## config.mk

```make
export PLATFORM = sky130hd
export DESIGN_NAME = regfile_wr_arbiter_flat
export DESIGN_NICKNAME = d
export VERILOG_FILES = /design/src/rtl/regfile_wr_arbiter_if.sv /design/src/rtl/regfile_wr_arbiter.sv /design/src/flat_wrapper.sv
export SDC_FILE = /design/constraint.sdc
export NUM_CORES = 1
export LEC_CHECK = 0
export CORE_ASPECT_RATIO = 0.8
export CORE_MARGIN = 3
export CORE_UTILIZATION = 35
export CTS_BUF_LIST = sky130_fd_sc_hd__clkbuf_8
export DETAILED_ROUTE_END_ITERATION = 12
export PLACE_DENSITY = 0.71
export SLEW_MARGIN = 15
export SYNTH_ARGS = -nofsm -noshare
export SYNTH_HDL_FRONTEND = slang
export SYNTH_SLANG_ARGS = --single-unit
export TNS_END_PERCENT = 5
```

## constraint.sdc

```tcl
create_clock -name clk -period 2.5 [get_ports clk]
set_input_delay 0.25 -clock clk [delete_from_list [all_inputs] [get_ports clk]]
set_output_delay 0.25 -clock clk [all_outputs]
set_load 0.03 [all_outputs]
```

## src/rtl/regfile_wr_arbiter_if.sv

```systemverilog
// Writeback bus between the two requesters and the regfile write port.
interface regfile_wr_arbiter_if #(
  parameter int WIDTH   = 8,
  parameter int REGBITS = 3
);
  logic               req0_valid;
  logic [REGBITS-1:0] req0_addr;
  logic [WIDTH-1:0]   req0_data;
  logic               req0_ready;
  logic               req1_valid;
  logic [REGBITS-1:0] req1_addr;
  logic [WIDTH-1:0]   req1_data;
  logic               req1_ready;
  logic               regwrite;
  logic [REGBITS-1:0] wa;
  logic [WIDTH-1:0]   wd;

  modport master (
    output req0_valid, req0_addr, req0_data, req1_valid, req1_addr, req1_data,
    input  req0_ready, req1_ready, regwrite, wa, wd
  );

  modport slave (
    input  req0_valid, req0_addr, req0_data, req1_valid, req1_addr, req1_data,
    output req0_ready, req1_ready, regwrite, wa, wd
  );
endinterface

```

## src/rtl/regfile_wr_arbiter.sv

```systemverilog
// Clears the register file after reset, then round-robin arbitrates two
// writeback requesters onto the single registered regfile write port.
module regfile_wr_arbiter #(
  parameter int WIDTH   = 8,
  parameter int REGBITS = 3
) (
  input  logic                 clk,
  input  logic                 reset,
  regfile_wr_arbiter_if.slave  bus,
  output logic                 init_done,
  output logic [7:0]           conflict_cnt
);

  typedef enum logic {INIT, RUN} state_t;

  state_t             state;
  logic [REGBITS-1:0] clr_ptr;
  logic               last;
  logic               grant0;
  logic               grant1;
  logic               both_valid;

  // Both valid: the requester that did not win the last handshake goes first.
  always_comb begin
    both_valid = bus.req0_valid && bus.req1_valid;
    grant0     = 1'b0;
    grant1     = 1'b0;
    if (state == RUN) begin
      grant0 = bus.req0_valid && (!bus.req1_valid || last);
      grant1 = bus.req1_valid && (!bus.req0_valid || !last);
    end
    bus.req0_ready = grant0;
    bus.req1_ready = grant1;
  end

  always_ff @(posedge clk) begin
    if (reset) begin
      state        <= INIT;
      clr_ptr      <= {{(REGBITS-1){1'b0}}, 1'b1};
      last         <= 1'b1;
      bus.regwrite <= 1'b0;
      bus.wa       <= '0;
      bus.wd       <= '0;
      init_done    <= 1'b0;
      conflict_cnt <= '0;
    end else begin
      case (state)
        INIT: begin
          bus.regwrite <= 1'b1;
          bus.wa       <= clr_ptr;
          bus.wd       <= '0;
          clr_ptr      <= clr_ptr + 1'b1;
          if (clr_ptr == '1) begin
            state     <= RUN;
            init_done <= 1'b1;
          end
        end
        RUN: begin
          // Writes to $zero are acknowledged but never reach the regfile.
          if (grant0) begin
            bus.wa       <= bus.req0_addr;
            bus.wd       <= bus.req0_data;
            bus.regwrite <= (bus.req0_addr != '0);
            last         <= 1'b0;
          end else if (grant1) begin
            bus.wa       <= bus.req1_addr;
            bus.wd       <= bus.req1_data;
            bus.regwrite <= (bus.req1_addr != '0);
            last         <= 1'b1;
          end else begin
            bus.regwrite <= 1'b0;
          end
          if (both_valid && (conflict_cnt != '1))
            conflict_cnt <= conflict_cnt + 8'd1;
        end
        default: state <= INIT;
      endcase
    end
  end

endmodule
```

## src/flat_wrapper.sv

```systemverilog
// flat-port wrapper written by rule: the top's interface ports become plain ports
module regfile_wr_arbiter_flat 
#(
  parameter int WIDTH   = 8,
  parameter int REGBITS = 3
)
  (clk, reset, init_done, conflict_cnt, bus_req0_valid, bus_req0_addr, bus_req0_data, bus_req1_valid, bus_req1_addr, bus_req1_data, bus_req0_ready, bus_req1_ready, bus_regwrite, bus_wa, bus_wd);
  regfile_wr_arbiter_if #(.WIDTH(WIDTH), .REGBITS(REGBITS)) bus_i ();
  input  logic clk;
  input  logic reset;
  output logic init_done;
  output logic [7:0] conflict_cnt;
  input wire logic [$bits(bus_i.req0_valid)-1:0] bus_req0_valid;
  input wire logic [$bits(bus_i.req0_addr)-1:0] bus_req0_addr;
  input wire logic [$bits(bus_i.req0_data)-1:0] bus_req0_data;
  input wire logic [$bits(bus_i.req1_valid)-1:0] bus_req1_valid;
  input wire logic [$bits(bus_i.req1_addr)-1:0] bus_req1_addr;
  input wire logic [$bits(bus_i.req1_data)-1:0] bus_req1_data;
  output wire logic [$bits(bus_i.req0_ready)-1:0] bus_req0_ready;
  output wire logic [$bits(bus_i.req1_ready)-1:0] bus_req1_ready;
  output wire logic [$bits(bus_i.regwrite)-1:0] bus_regwrite;
  output wire logic [$bits(bus_i.wa)-1:0] bus_wa;
  output wire logic [$bits(bus_i.wd)-1:0] bus_wd;
  assign bus_i.req0_valid = bus_req0_valid;
  assign bus_i.req0_addr = bus_req0_addr;
  assign bus_i.req0_data = bus_req0_data;
  assign bus_i.req1_valid = bus_req1_valid;
  assign bus_i.req1_addr = bus_req1_addr;
  assign bus_i.req1_data = bus_req1_data;
  assign bus_req0_ready = bus_i.req0_ready;
  assign bus_req1_ready = bus_i.req1_ready;
  assign bus_regwrite = bus_i.regwrite;
  assign bus_wa = bus_i.wa;
  assign bus_wd = bus_i.wd;
  regfile_wr_arbiter #(.WIDTH(WIDTH), .REGBITS(REGBITS)) u_core (.clk(clk), .reset(reset), .bus(bus_i), .init_done(init_done), .conflict_cnt(conflict_cnt));
endmodule
```

### Yosys cells after proc, flatten, opt, wreduce, memory -nomap -nowiden

Index checks and enable logic that the tools add are counted.

* $add $sub $neg: 2
* eq/ne operators: 3
* mux-type cells: 15
* bitwise gates (word level): 1
* reduce and logical (&&, ||, !) cells: 15

Operator list (number)
* $mux W8: 2
* $pmux W8 S2: 1
* $add A8 B1 Y8 const B: 1
* $mux W1: 8
* $ne A8 B8 Y1 const B: 1
* $mux W3: 2
* $pmux W3 S2: 1
* $reduce_and A2 Y1: 3
* $reduce_bool A3 Y1: 2
* $logic_and A1 B1 Y1: 4
* $add A3 B1 Y3 const B: 1
* $eq A3 B3 Y1 const B: 1
* $logic_not A1 Y1: 3
* $ne A3 B3 Y1 const B: 1
* $logic_or A1 B1 Y1: 2
* $pmux W1 S2: 1
* $reduce_bool A2 Y1: 1
* $not A1 Y1: 1

* register bits: 26
* input port bits: 26
* output and inout port bits: 23
* word-level logic and storage cells: 44

### Logic depth before layout (Yosys ltp)

Gate-level depths: netlist of run 1.

* depth after elaboration: 7
* gate-level depth with buffers: 7
* depth with buffers taken out: 5

### Worst setup path before layout of run 1

Ideal clock, no wire load.

* kind: flip-flop to flip-flop
* start: register u_core.conflict_cnt[0]
* end: register u_core.conflict_cnt[1]
* library setup time: 0.128 ns
* arrival: 1.443 ns
* data required time: 2.372 ns
* slack: 0.930 ns
* stages on the path, launching flop included: 6
* buffers on the path: 0
* period minus slack after synthesis: 1.570 ns
* cell sequence: dfxtp_1 > ha_1 > nand3_1 > o21ai_0 > mux2i_1 > nor2_1

* longest elaborated chain between the ends: 3
* elaborated cells between the ends (all ways): 4
* those cells by class: 1 x add/sub; 1 x eq/ne; 2 x reduce/logical

RTL lines
* start: declaration: RTL line regfile_wr_arbiter.sv:11 `output logic [7:0] conflict_cnt`
* start signal: assignment: RTL line regfile_wr_arbiter.sv:74 `conflict_cnt <= conflict_cnt + 8'd1;`
* parallel branches: the longest is 3 deep, another holds $add A8 B1 Y8

Several ways; the timed one is not identified.
A chain may end at the register's enable or synchronous reset.

### Final worst setup path of run 1

* start: input port bus_req0_valid
* end: output port bus_req0_ready

* longest elaborated chain between the ends: 2

RTL lines
* start: declaration: RTL line flat_wrapper.sv:13 `input wire logic [$bits(bus_i.req0_valid)-1:0] bus_req0_valid;`
* $logic_and A1 B1 Y1: RTL line regfile_wr_arbiter.sv:29 `grant0 = bus.req0_valid && (!bus.req1_valid || last);`
* $mux W1: RTL line regfile_wr_arbiter.sv:28 `if (state == RUN) begin`
* end: declaration: RTL line flat_wrapper.sv:19 `output wire logic [$bits(bus_i.req0_ready)-1:0] bus_req0_ready;`

No other way between the ends.

==> out/qor.csv, run 1 <==
metric,value,unit
first-pass GRT wire length,5280,um
Longest Clk Path Bufs,2,
CP Capture Type,output port,
hold path start,u_core.init_done,
worst setup margin,203,ps
Final Cycle Share,0.919,
Resized Gates After CTS,0,
number of I/O pins,49,
Remaining DRCs,0,
Synth Area per Inst,8.94,um^2
initial core utilization,0.386,
Overflow after GRT,0,
CTS tree,yes,
DRT antenna net count,0,
Clock Sinks,26,
sequential fraction of the synthesis area,0.413,
worst-path cell chain,"clkdlybuf4s50_1, nand2_2, or2_1, inv_6, clkdlybuf4s50_1",
max frequency,435,MHz
CORE AREA,0.00327,mm^2
Least-Margin Pin Slew,622,ps
"Clk Latency, worst-skew pair",270,ps
Critical Path Most Common Cell,clkdlybuf4s50_1,
Yosys reg bits,26,
Max-cap violations,0,
"Hold Vio Cnt, Final",0,
pre-CTS setup slack,230,ps
Worst Reg-to-Reg Cells,5,
"EDFF count, synth",0,
routed wire length,3230,um
initial antenna violation count,0,
Critical Path RT,2250,ps
post-layout power,0.000856,W
VDD IR max,0.272,mV
fill count,287,
full die area,0.00436,mm^2
Hold Path Class,flip-flop to flip-flop,
"Clk pin slew, worst setup/hold paths",80,ps
critical-path maximum fanout,13,
r2r startpoint,u_core.state,
share of cells above drive strength 1,0.102,
Util after Layout,0.550,
Wirelength per Cell,14.2,um
ANT cells,0,
Cells after Synth,141,
arrival time worst endpoint,2050,ps
hpwl dp,2530,um
placed cell count,224,
Worst path max stage delay,680,ps
worst path bufs/invs,3,
leakage,0.672,nW
status,completed,
area grow syn2layout,42.5,%
RR Endpoint,u_core.conflict_cnt[5],
syn nets,170,
"Slew Viols, Final",0,
Total GRT Usage,0.152,
Post-synth ARST share,0,
htree depth,1,
initial drt markers,61,
clock root buffer,clkbuf_8,
Slowest cell on crit path,clkdlybuf4s50_1,
std cell rows,18,
Die Ht,59.7,um
Port Buffers,48,
power per cell area,477,mW/mm^2
Final #Nets,218,
post-synthesis cell area,0.00126,mm^2
max_slew headroom,0.585,
Final Skew,2.48,ps
R2R Setup Slk,890,ps
global placement routability congestion,0.716,
setup bufs post-CTS,0,
"Top FF cell, synth",dfxtp_1,
CP startpoint kind,input pin,
largest net degree at the start of global routing,20,
sum of negative setup slack,0,ps
worst hold stages,2,
DRT Pass-1 Iters,4,
CTS buffer count,3,
hold_buf cts,0,
WHS Endpoint,u_core.init_done,
crit path time final,2300,ps
Layout Cells excl Fill,227,
RSZ-0062 raised after global routing,no,
CP Class,input pin to output port,
"CP delay by family, top",buffers and inverters,
Die Wd,73.1,um
vias in the first global route,1193,
Vias,1184,
Finish-stage setup viols,0,
yosys synthesis warning count,0,
post-synth cell types,35,
via/cell ratio,5.22,
layer usage:
| layer | vias up | part of all wire | GRT usage |
|---|---|---|---|
| met1 | 562 | 0.45 | 0.193 |
| met2 | 25 | 0.50 | 0.254 |
| met4 | 0 | 0.013 | 0.0526 |
| li1 | 593 | - | - |
| met3 | 4 | 0.041 | 0.0336 |
| met5 | - | 0 | 0 |
worst max-delay path by stage:
| stage | start | slack (ps) | depth (start not counted) | to |
|---|---|---|---|---|
| after floorplan | u_core.conflict_cnt[0] | 930 | 5 | u_core.conflict_cnt[1] |
| after global placement | bus_req0_valid | 260 | 5 | bus_req0_ready |
| after detailed placement | bus_req0_valid | 230 | 5 | bus_req0_ready |
| after CTS | bus_req0_valid | 220 | 5 | bus_req0_ready |
| after global routing | bus_req0_valid | 140 | 5 | bus_req0_ready |
| final | bus_req0_valid | 200 | 5 | bus_req0_ready |
sequential cells by signal, indices dropped and copies added (netlist names):
| name | flops |
|---|---|
| u_core.clr_ptr | 3 |
| u_core.bus.wd | 8 |
| u_core.last | 1 |
| u_core.bus.wa | 3 |
| u_core.state | 1 |
| u_core.bus.regwrite | 1 |
| u_core.conflict_cnt | 8 |
| u_core.init_done | 1 |
logic make-up after synthesis:
logic type	synth area share
xor gates and xnor gates	0.0348
buffers and inverters	0.0566
muxes	0.0238
and+or+nand+nor	0.218
DFF	0.413
AOI/OAI and AO/OA	0.223
adders and majority gates	0.0298
layout make-up:
| cell class | instances | area [um^2] | share of cell area |
|---|---|---|---|
| tap | 40 | 50.0 | 0.0279 |
| multi-input combinational | 105 | 668 | 0.372 |
| clock buffer | 3 | 41.3 | 0.0230 |
| inverter | 2 | 12.5 | 0.00697 |
| timing repair buffer | 51 | 503 | 0.280 |
| sequential | 26 | 520 | 0.290 |
power breakdown:
part / internal, W / switching, W
Combinational: 0.0000873 / 0.0000879
Sequential: 0.000435 / 0.0000132
Clock: 0.000108 / 0.000125
worst register-to-register path: cells and delay by family, from the launching register on:
kind | cells | cell delay (ps)
flops | 1 | 360
buf+inv | 1 | 190
simple gates | 2 | 650
compound gates | 2 | 340
cell usage in the layout, fill, tap and decap left out, drive strengths merged:
master,n
a31oi,2
o21ai,3
xor2,5
o21a,3
dfxtp,26
o32ai,3
or3,2
a311oi,8
nand4,2
nand3,3
or2,3
a21oi,5
and2,1
a21o,1
a211oi,3
inv,2
mux2i,3
nand2b,2
nand2,22
o211ai,2
clkbuf,3
buf,3
clkdlybuf4s50,48
nor2,23
ha,3
and3,3
o31ai,2
nor2b,1
cells in the mapped netlist, types with 3 or more instances:
master	instances	area, um^2
a21oi_1	5	25.0
nand2_1	21	78.8
a211oi_1	3	22.5
nand3_1	3	15.0
a311oi_2	8	120
dfxtp_1	26	521
o21a_1	3	22.5
mux2i_1	3	30.0
o32ai_1	3	26.3
nor2_1	23	86.3
ha_1	3	37.5
o21ai_0	3	15.0
buf_2	3	15.0
xor2_1	5	43.8
stage by stage:
step / hold WS [ps] / area [um^2]
2_1_floorplan: 435 / 1260
3_3_place_gp: 472 / 1750
3_5_place_dp: 472 / 1750
4_1_cts: 496 / 1800
5_1_grt: 523 / 1800
6_report: 498 / 1800
No activity file was read; power rests on OpenSTA's default activity.
==> run 2, diff against run 1 <==
- GPL_TIMING_DRIVEN: default -> 0
==> run 2 against run 1 <==
Against the previous run:
- setup slack better by 230 ps
- critical path depth is 1 lower
- global-route usage barely moved
- sequential power about the same
- combinational power hardly changed
- largest power group unchanged
- clock power rose by 50%
- critical path type is now flip-flop to output port
- register-to-register slack improved by 60 ps
- core utilization is 1.8 points higher
- highest routed layer unchanged
- worst hold slack lost 240 ps
==> out/qor.csv, run 2 (synthesis results as in run 1) <==
metric,value,unit,change
Wirelength per Cell,13.4,um,-5.5%
std cell rows,18,,unchanged
Longest Clk Path Bufs,2,,unchanged
"Clk pin slew, worst setup/hold paths",90,ps,about the same
Die Wd,73.1,um,unchanged
Final #Nets,222,,+1.8%
full die area,0.00436,mm^2,unchanged
VDD IR max,0.307,mV,+13%
initial antenna violation count,0,,unchanged
max frequency,485,MHz,+11%
pre-CTS setup slack,78.7,ps,-152 ps
crit path time final,2060,ps,-235 ps
routed wire length,3120,um,-3.4%
Remaining DRCs,0,,unchanged
CP startpoint kind,flip-flop,,
Port Buffers,47,,-2.1%
area grow syn2layout,47.2,%,
Critical Path RT,2250,ps,about the same
arrival time worst endpoint,1810,ps,-240 ps
leakage,0.720,nW,+7.0%
setup bufs post-CTS,0,,unchanged
sequential cell area,520,um^2,unchanged
RSZ-0062 raised after global routing,no,,
Least-Margin Pin Slew,711,ps,+88.7 ps
ANT cells,0,,unchanged
"Hold Vio Cnt, Final",0,,unchanged
CTS tree,yes,,
initial core utilization,0.386,,unchanged
CORE AREA,0.00327,mm^2,unchanged
CP Capture Type,output port,,
Total GRT Usage,0.152,,about the same
clock root buffer,clkbuf_8,,
DRT Pass-1 Iters,4,,unchanged
largest net degree at the start of global routing,16,,-20%
R2R Setup Slk,950,ps,+60 ps
"Clk Latency, worst-skew pair",270,ps,about the same
biggest regs,"u_core.bus.wd (8), u_core.conflict_cnt (8)",,
power per cell area,526,mW/mm^2,+10%
global placement routability congestion,0.698,,-2.5%
"commonest non-fill, non-tap cells in the layout","clkdlybuf4s50_1 (46), dfxtp_1 (26), nor2_1 (23)",,
sum of negative setup slack,0,ps,unchanged
Final Cycle Share,0.825,,-0.0939
CP Class,flip-flop to output port,,
number of I/O pins,49,,unchanged
Finish-stage setup viols,0,,unchanged
Final Skew,3.16,ps,+0.682 ps
Max-cap violations,0,,unchanged
area of the multi-input gates,668,um^2,unchanged
Resized Gates After CTS,0,,unchanged
Vias,1146,,-3.2%
CTS buffer count,3,,unchanged
first-pass GRT wire length,5230,um,-0.91%
"commonest non-fill, non-tap cell in the layout",clkdlybuf4s50_1,,
initial drt markers,78,,+28%
share of cells above drive strength 1,0.120,,+0.0182
via/cell ratio,4.94,,-5.3%
Clock Sinks,26,,unchanged
vias in the first global route,1145,,-4.0%
fill count,282,,-1.7%
Hold Path Class,input pin to flip-flop,,
htree depth,1,,unchanged
hold_buf cts,0,,unchanged
DRT antenna net count,0,,unchanged
status,completed,,
"Slew Viols, Final",0,,unchanged
max_slew headroom,0.526,,-0.0591
Overflow after GRT,0,,unchanged
Die Ht,59.7,um,unchanged
worst setup margin,438,ps,+235 ps
hpwl dp,2490,um,-1.6%
critical-path maximum fanout,10,,-3
post-layout power,0.000976,W,+14%
==> run 2: critical path, stage by stage, from the launching register on <==
cell             delay (ps)
dfxtp_1                 360
buf_2                   240
nand2_1                  70
a21oi_1                 170
clkdlybuf4s50_1         700
==> run 2: worst paths after layout <==
check                         from                     end  cells past startpoint
setup / recovery      u_core.state          bus_req1_ready                      4
hold / removal               reset  u_core.conflict_cnt[7]                      2
setup reg to reg       u_core.last        u_core.bus.wa[0]                      6
hold reg to reg   u_core.init_done        u_core.init_done                      2
==> run 2: routing by layer <==
metal / GRT usage / vias to the layer above / wire (um)
met5: 0 / - / 0
met4: 0.0395 / 0 / 37
met3: 0.0319 / 5 / 106
met2: 0.246 / 16 / 1520
met1: 0.205 / 525 / 1460
li1: - / 600 / -
==> run 2: report_power, final <==
group	switching (W)	internal, W
clock network	0.000136	0.000214
logic	0.0000890	0.0000886
registers	0.0000130	0.000435
==> run 2: area by class of cell <==
type	count	area share
sequential	26	0.281
buffer	8	0.0317
timing repair buffer	47	0.255
clock inverter	1	0.0162
tap	40	0.0270
inverter	2	0.00675
multi-input combinational	105	0.360
clock buffer	3	0.0223
==> run 2: per-stage QoR <==
stage	cells	instance area [um^2]	util	hold slack, ps
finish	232	1850	0.568	262
global route	232	1850	0.568	267
CTS	232	1850	0.567	264
detailed placement	228	1780	0.545	487
global placement	228	1780	0.545	469
floorplan	141	1260	-	435
